$ cat config.mk
export PLATFORM = sky130hd
export DESIGN_NAME = ready_decoupler
export DESIGN_NICKNAME = d
export VERILOG_FILES = /design/src/rtl/ready_decoupler.sv
export SDC_FILE = /design/constraint.sdc
export NUM_CORES = 1
export LEC_CHECK = 0
export ABC_AREA = 1
export CORE_ASPECT_RATIO = 0.75
export CORE_MARGIN = 2
export CORE_UTILIZATION = 35
export DETAILED_ROUTE_END_ITERATION = 6
export SKIP_LAST_GASP = 1
export SYNTH_ARGS = -nofsm -noshare
export SYNTH_HDL_FRONTEND = slang
export SYNTH_SLANG_ARGS = --single-unit
$ cat constraint.sdc
create_clock -name clk -period 1.7 [get_ports clk]
set_input_delay 0.425 -clock clk [delete_from_list [all_inputs] [get_ports clk]]
set_output_delay 0.425 -clock clk [all_outputs]
set_load 0.02 [all_outputs]
$ cat src/rtl/ready_decoupler.sv
// Two-entry skid buffer that breaks the ready path between upstream and downstream.
// Every output is a flop; OUT drives dout_data, SKID absorbs the beat that arrives during a stall.
module ready_decoupler #(
    parameter int DIN = 16
) (
    input  logic           clk,
    input  logic           rst,
    input  logic           din_valid,
    input  logic [DIN-1:0] din_data,
    output logic           din_ready,
    output logic           dout_valid,
    output logic [DIN-1:0] dout_data,
    input  logic           dout_ready,
    output logic [1:0]     occupancy
);

    typedef enum logic [1:0] {
        ST_EMPTY = 2'd0,
        ST_BUSY  = 2'd1,
        ST_FULL  = 2'd2
    } state_t;

    state_t         r_state;
    state_t         w_state_nxt;
    logic [DIN-1:0] r_out;
    logic [DIN-1:0] r_skid;
    logic [DIN-1:0] w_out_nxt;
    logic [DIN-1:0] w_skid_nxt;
    logic           r_din_ready;
    logic           r_dout_valid;
    logic [1:0]     r_occupancy;
    logic           w_din_ready_nxt;
    logic           w_dout_valid_nxt;
    logic [1:0]     w_occupancy_nxt;
    logic           w_in_hs;
    logic           w_out_hs;

    assign w_in_hs  = din_valid & r_din_ready;
    assign w_out_hs = r_dout_valid & dout_ready;

    // Next-state and storage update decisions.
    always_comb begin
        w_state_nxt = r_state;
        w_out_nxt   = r_out;
        w_skid_nxt  = r_skid;
        case (r_state)
            ST_EMPTY: begin
                if (w_in_hs) begin
                    w_out_nxt   = din_data;
                    w_state_nxt = ST_BUSY;
                end else begin
                    w_state_nxt = ST_EMPTY;
                end
            end
            ST_BUSY: begin
                if (w_in_hs && w_out_hs) begin
                    w_out_nxt   = din_data;
                    w_state_nxt = ST_BUSY;
                end else if (w_in_hs) begin
                    w_skid_nxt  = din_data;
                    w_state_nxt = ST_FULL;
                end else if (w_out_hs) begin
                    w_state_nxt = ST_EMPTY;
                end else begin
                    w_state_nxt = ST_BUSY;
                end
            end
            ST_FULL: begin
                // SKID is only ever read back through OUT, never written here.
                if (w_out_hs) begin
                    w_out_nxt   = r_skid;
                    w_state_nxt = ST_BUSY;
                end else begin
                    w_state_nxt = ST_FULL;
                end
            end
            default: begin
                w_state_nxt = ST_EMPTY;
            end
        endcase
    end

    // Decode the flag outputs from the next state so they can be registered.
    always_comb begin
        w_din_ready_nxt  = 1'b1;
        w_dout_valid_nxt = 1'b0;
        w_occupancy_nxt  = 2'd0;
        case (w_state_nxt)
            ST_EMPTY: begin
                w_din_ready_nxt  = 1'b1;
                w_dout_valid_nxt = 1'b0;
                w_occupancy_nxt  = 2'd0;
            end
            ST_BUSY: begin
                w_din_ready_nxt  = 1'b1;
                w_dout_valid_nxt = 1'b1;
                w_occupancy_nxt  = 2'd1;
            end
            ST_FULL: begin
                w_din_ready_nxt  = 1'b0;
                w_dout_valid_nxt = 1'b1;
                w_occupancy_nxt  = 2'd2;
            end
            default: begin
                w_din_ready_nxt  = 1'b1;
                w_dout_valid_nxt = 1'b0;
                w_occupancy_nxt  = 2'd0;
            end
        endcase
    end

    // State, storage and output flops; reset discards any stored beats.
    always_ff @(posedge clk) begin
        if (rst) begin
            r_state      <= ST_EMPTY;
            r_out        <= {DIN{1'b0}};
            r_skid       <= {DIN{1'b0}};
            r_din_ready  <= 1'b1;
            r_dout_valid <= 1'b0;
            r_occupancy  <= 2'd0;
        end else begin
            r_state      <= w_state_nxt;
            r_out        <= w_out_nxt;
            r_skid       <= w_skid_nxt;
            r_din_ready  <= w_din_ready_nxt;
            r_dout_valid <= w_dout_valid_nxt;
            r_occupancy  <= w_occupancy_nxt;
        end
    end

    assign din_ready  = r_din_ready;
    assign dout_valid = r_dout_valid;
    assign dout_data  = r_out;
    assign occupancy  = r_occupancy;

endmodule

After elaboration in Yosys (flattened, before gate mapping)
Cells that the tools add are included.
{"block": "classes", "n_bitwise": 3, "n_lt_le_gt_ge": 0, "div": 0, "muxes": 13, "multipliers": 0, "reduce_logical": 6, "addsub": 0, "shift": 0, "n_eq_ne": 7}
{"cell": "$mux W16", "n": 3}
{"cell": "$pmux W16 S3", "n": 1}
{"cell": "$mux W2", "n": 3}
{"cell": "$ne A2 B2 Y1 const B", "n": 3}
{"cell": "$pmux W2 S3", "n": 1}
{"cell": "$eq A2 B1 Y1 const B", "n": 2}
{"cell": "$eq A2 B2 Y1 const B", "n": 2}
{"cell": "$mux W1", "n": 4}
{"cell": "$pmux W2 S2", "n": 1}
{"cell": "$reduce_and A4 Y1", "n": 1}
{"cell": "$reduce_and A3 Y1", "n": 1}
{"cell": "$reduce_bool A3 Y1", "n": 1}
{"cell": "$and A1 B1 Y1", "n": 2}
{"cell": "$logic_not A2 Y1", "n": 1}
{"cell": "$reduce_or A2 Y1", "n": 1}
{"cell": "$logic_and A1 B1 Y1", "n": 1}
{"cell": "$not A1 Y1", "n": 1}
{"block": "totals", "mem_count": 0, "rom_bits": 0, "out_inout_bits": 20, "latch_bits": 0, "ram_bits": 0, "reg_bits": 38, "elab_cells": 35, "inputBits": 20}

Longest topological paths before layout
{"block": "depth", "word_depth": 8, "ltp_mapped": 9, "depth_no_buf": 9}

Worst setup path before layout
Ideal clock, no wire load.
{"block": "synth_timing", "path_type": "register to register", "start": "reg r_dout_valid (netlist: dout_valid)", "end": "reg r_dout_valid (netlist: dout_valid)", "required_ns": 1.636, "path_stages_with_launch": 9, "arrival_time_ns": 1.348, "path_buffers": 0, "slack_ns": 0.288, "synth_period_minus_slack_ns": 1.412, "setup_ns": 0.064, "cell_sequence": "dfxtp_1 > nand2_1 > nand2_1 > clkinv_1 > nand3_1 > nand2_1 > inv_1 > ha_1 > nor2_1"}
{"block": "synth_via", "elab_chain_len": 8, "word_cells_on_any_way": 11, "classes_between": "eq/ne (2); mux (6); bitwise (1); reduce/logical (2)"}
{"element": "start: declaration", "line_no": "30", "text": "logic r_dout_valid;"}
{"element": "start signal: assignment", "line_no": "126", "text": "r_dout_valid <= w_dout_valid_nxt;"}
{"element": "$and A1 B1 Y1 *", "line_no": "39", "text": "assign w_out_hs = r_dout_valid & dout_ready;"}
{"element": "$mux W1", "line_no": "62", "text": "end else if (w_out_hs) begin"}
{"element": "$mux W2", "line_no": "59", "text": "end else if (w_in_hs) begin"}
{"element": "$mux W2", "line_no": "56", "text": "if (w_in_hs && w_out_hs) begin"}
{"element": "$pmux W2 S3 *", "line_no": "46", "text": "case (r_state)"}
{"element": "net w_state_nxt[0]", "line_no": "24", "text": "state_t w_state_nxt;"}
{"element": "$eq A2 B2 Y1 or $eq A2 B1 Y1 (tied branches)", "line_no": "88", "text": "case (w_state_nxt)"}
{"element": "$reduce_or A2 Y1 (no source line) *"}
{"element": "$mux W1 *", "line_no": "88"}
Mark *: on every way through the listed nets, which the timed path passes. The rest lies on a longest branch.
A chain may end at the register's enable or synchronous reset.

Final worst setup path
{"block": "layout_timing", "start": "reg r_out[15] (netlist: dout_data[15])", "end": "out dout_data[15]"}
{"element": "start: declaration", "line_no": "25", "text": "logic [DIN-1:0] r_out;"}
{"element": "start signal: assignment", "line_no": "116", "text": "r_out <= {DIN{1'b0}};"}
{"element": "start signal: assignment", "line_no": "123", "text": "r_out <= w_out_nxt;"}
{"element": "end: declaration", "line_no": "12", "text": "output logic [DIN-1:0] dout_data,"}
No word-level cell between the ends.

==> summary.txt <==
DR iter-0 viols = 91
Status = finished, final reports clean
DRT Wirelength = 3.87 mm
Power density cells = 984 mW/mm²
Worst Hold End = r_skid[6]$_SDFFE_PP0P_
Min cycle time layout = 1.66 ns
Share of synthesized registers carrying an async set or reset = 0%
HPWL Detailed = 2.72 mm
Crit Path Category = register to primary output
Worst path cell trace = clkdlybuf4s50_1
Setup TNS = 0 ns
Hold path depth = 2
Syn_nets = 295
First drt pass iteration count = 4
Req. time, crit path = 1.27 ns
Buffers and inverters on the worst path = 1
R2r startpoint = r_state[1]$_SDFF_PP0_
Synth warn = 0
All-layer global routing usage = 15.1%
Share of power burned in registers = 44.1%
Post-Synthesis Cells = 272
Initial Utilization = 36.3%
Slowest-stage cell, CP = clkdlybuf4s50_1
CP top delay family = buffers and inverters
Final setup viols = 0
Resized cells post-CTS = 0
Clk_lat worst skew = 0.28 ns
Layout area overhead = 36.3%
Multi-input logic area = 820 µm²
# Max-Cap Violations = 0
Slew headroom = 79.6%
Finished Layout Cells = 380
Sw frac = 31.1%
Setup bufs post-CTS = 0
Yosys top cell by area = dfxtp_1
Avg Cell Area, Syn = 6.50 µm²
FF-to-FF path depth = 7
Actual slew at the worst max-slew pin = 0.304 ns
Top FF cell, synth = dfxtp_1
Fraction of layout cells with a size suffix above 1 = 7.50%
Clock buffer count from CTS = 5
Die height = 65.6 µm
Final ANT Viol Nets = 0
Share of Yosys cell area claimed by the top area cell type = 43.0%
Clock share of power = 26.8%
# H-tree levels = 2
GPL Wtd Cong = 0.734
PortBufs = 39
Ranking of synthesized cells by area = dfxtp_1 43%, nand2_1 18%, nor2_1 15%
Most frequent cells after synthesis = 85 x nand2_1, 71 x nor2_1, 38 x dfxtp_1, 31 x inv_1, 10 x nand3_1
Drt wl/cell = 10.2 µm
Min-delay worst type = register to register
CTS root buf = clkbuf_8
Vias in the first global route = 1449
Clk buf depth = 2
CP Max Fanout = 2
Largest net degree at the start of global routing = 33
P_int = 1630 µW
Die width = 86.1 µm
Top-count cell post-synth = nand2_1
IO Count = 40
Worst path arrival time = 1.24 ns
Antenna violations before repair = 0
Comb pwr share = 29.1%
Fillers = 496
Max Clk Rate = 0.602 GHz
Worst stage delay on the critical path = 0.62 ns
Mapped Area = 0.00177 mm²
VDD IR-drop max = 293 µV
Nets@finish = 342
Register Area = 761 µm²
EDFF count, synth = 0
Via Count = 1606
Finished Core Util = 49.5%
Sw Pwr = 737 µW
Fin crit share = 97.7%
Fin. Hold Viols = 0
Worst hold slack = 0.471 ns
Critical R2R Capture = dout_valid$_SDFF_PP0_
RSZ-0062 raised after global routing = false
Post-synthesis register bit count = 38
Std-Cell Rows = 22
Die area = 0.00565 mm²
Post-synthesis cell type count = 20
DRC = 0
Critical Path Sink Type = primary output
Sequential share of the synthesized area = 43.0%
Clock Sinks = 38
Flop2flop setup slack = 0.33 ns
Count of hold-fix buffers inserted at cts = 0
Worst Clk Skew = 0.00386 ns
HP Start = r_skid[6]$_SDFFE_PP0P_
Grt ovf = 0
Core area = 0.00487 mm²
Antenna cell count = 0
CTS tree = built
CTS clock-pin slew for the worst setup and hold paths = 0.07 ns
Crit path launch type = register
DR vias/cell = 4.23
Placed Instances = 372
First-pass GRT wire length = 6.73 mm
LEAKAGE = 0.00119 µW
Slew Viols, Final = 0
[sequential cells by signal (all words and copies together) (netlist names)]
name,cells
dout_data,16
r_skid,16
occupancy,2
r_state,2
din_ready,1
dout_valid,1
[cell families after synthesis]
group	count (synthesis)	synth area share, %
compound gates	10	2.83
flops	38	43.0
simple gates	177	41.4
fa+ha+maj	3	2.12
buf+inv	44	10.7
[worst max path at each step]
stage                                     startpoint               endpoint  slack [ns]  depth (start not counted)
final                     dout_data[15]$_SDFFE_PP0P_          dout_data[15]        0.04                          1
after global routing      dout_data[15]$_SDFFE_PP0P_          dout_data[15]      0.0002                          1
after CTS                 dout_data[13]$_SDFFE_PP0P_          dout_data[13]       0.004                          1
after detailed placement                  dout_ready  dout_valid$_SDFF_PP0_       -0.13                          8
after global placement                    dout_ready  dout_valid$_SDFF_PP0_       -0.09                          8
after floorplan                dout_valid$_SDFF_PP0_  dout_valid$_SDFF_PP0_        0.29                          8
[cells in the final DEF, fill, tap and decap left out, types with 6 or more instances in the layout]
| cell type | Yosys | routed |
|---|---|---|
| clkbuf_8 | 0 | 6 |
| o21ai_0 | 8 | 8 |
| buf_4 | 3 | 8 |
| clkdlybuf4s50_1 | 0 | 35 |
| inv_1 | 31 | 31 |
| nand2_1 | 85 | 85 |
| nand3_1 | 10 | 10 |
| nor2_1 | 71 | 71 |
| nand3b_1 | 7 | 7 |
| dfxtp_1 | 38 | 38 |
[power by group through the flow]
stage | clock (µW) | combinational, µW | sequential, µW
final | 635 | 691 | 1050
after global placement | 0 | 692 | 1070
after CTS | 654 | 699 | 1050
after detailed placement | 0 | 696 | 1070
after global routing | 705 | 780 | 1060
after floorplan | 0 | 322 | 1140
[layer usage]
metal	routed length, µm	vias up	GRT usage [%]
li1	-	901	-
met4	23	0	4.76
met2	1530	38	21.6
met5	0	-	0
met1	2140	665	22.6
met3	176	2	3.02
[tightest hold or removal path: stages, from the launching register on]
cell,delay [ns]
dfxtp_1,0.33
nor2_1,0.05
nor2_1,0.07
[area by class of cell]
class                      instances  area share, %
tap                               60           3.11
clock buffer                       7           3.58
multi-input combinational        190           34.0
inverter                          33           5.14
sequential                        38           31.6
clock inverter                     1          0.208
timing repair buffer              51           22.4
[stage by stage]
stage | setup WS [ns] | instance area (µm²) | total power, µW
detailed placement | -0.133 | 2310 | 1760
global route | 0.000243 | 2410 | 2550
finish | 0.0386 | 2410 | 2370
CTS | 0.00411 | 2400 | 2400
floorplan | 0.288 | 1770 | 1470
global placement | -0.0935 | 2310 | 1760
(Power assumes the default switching activity.)
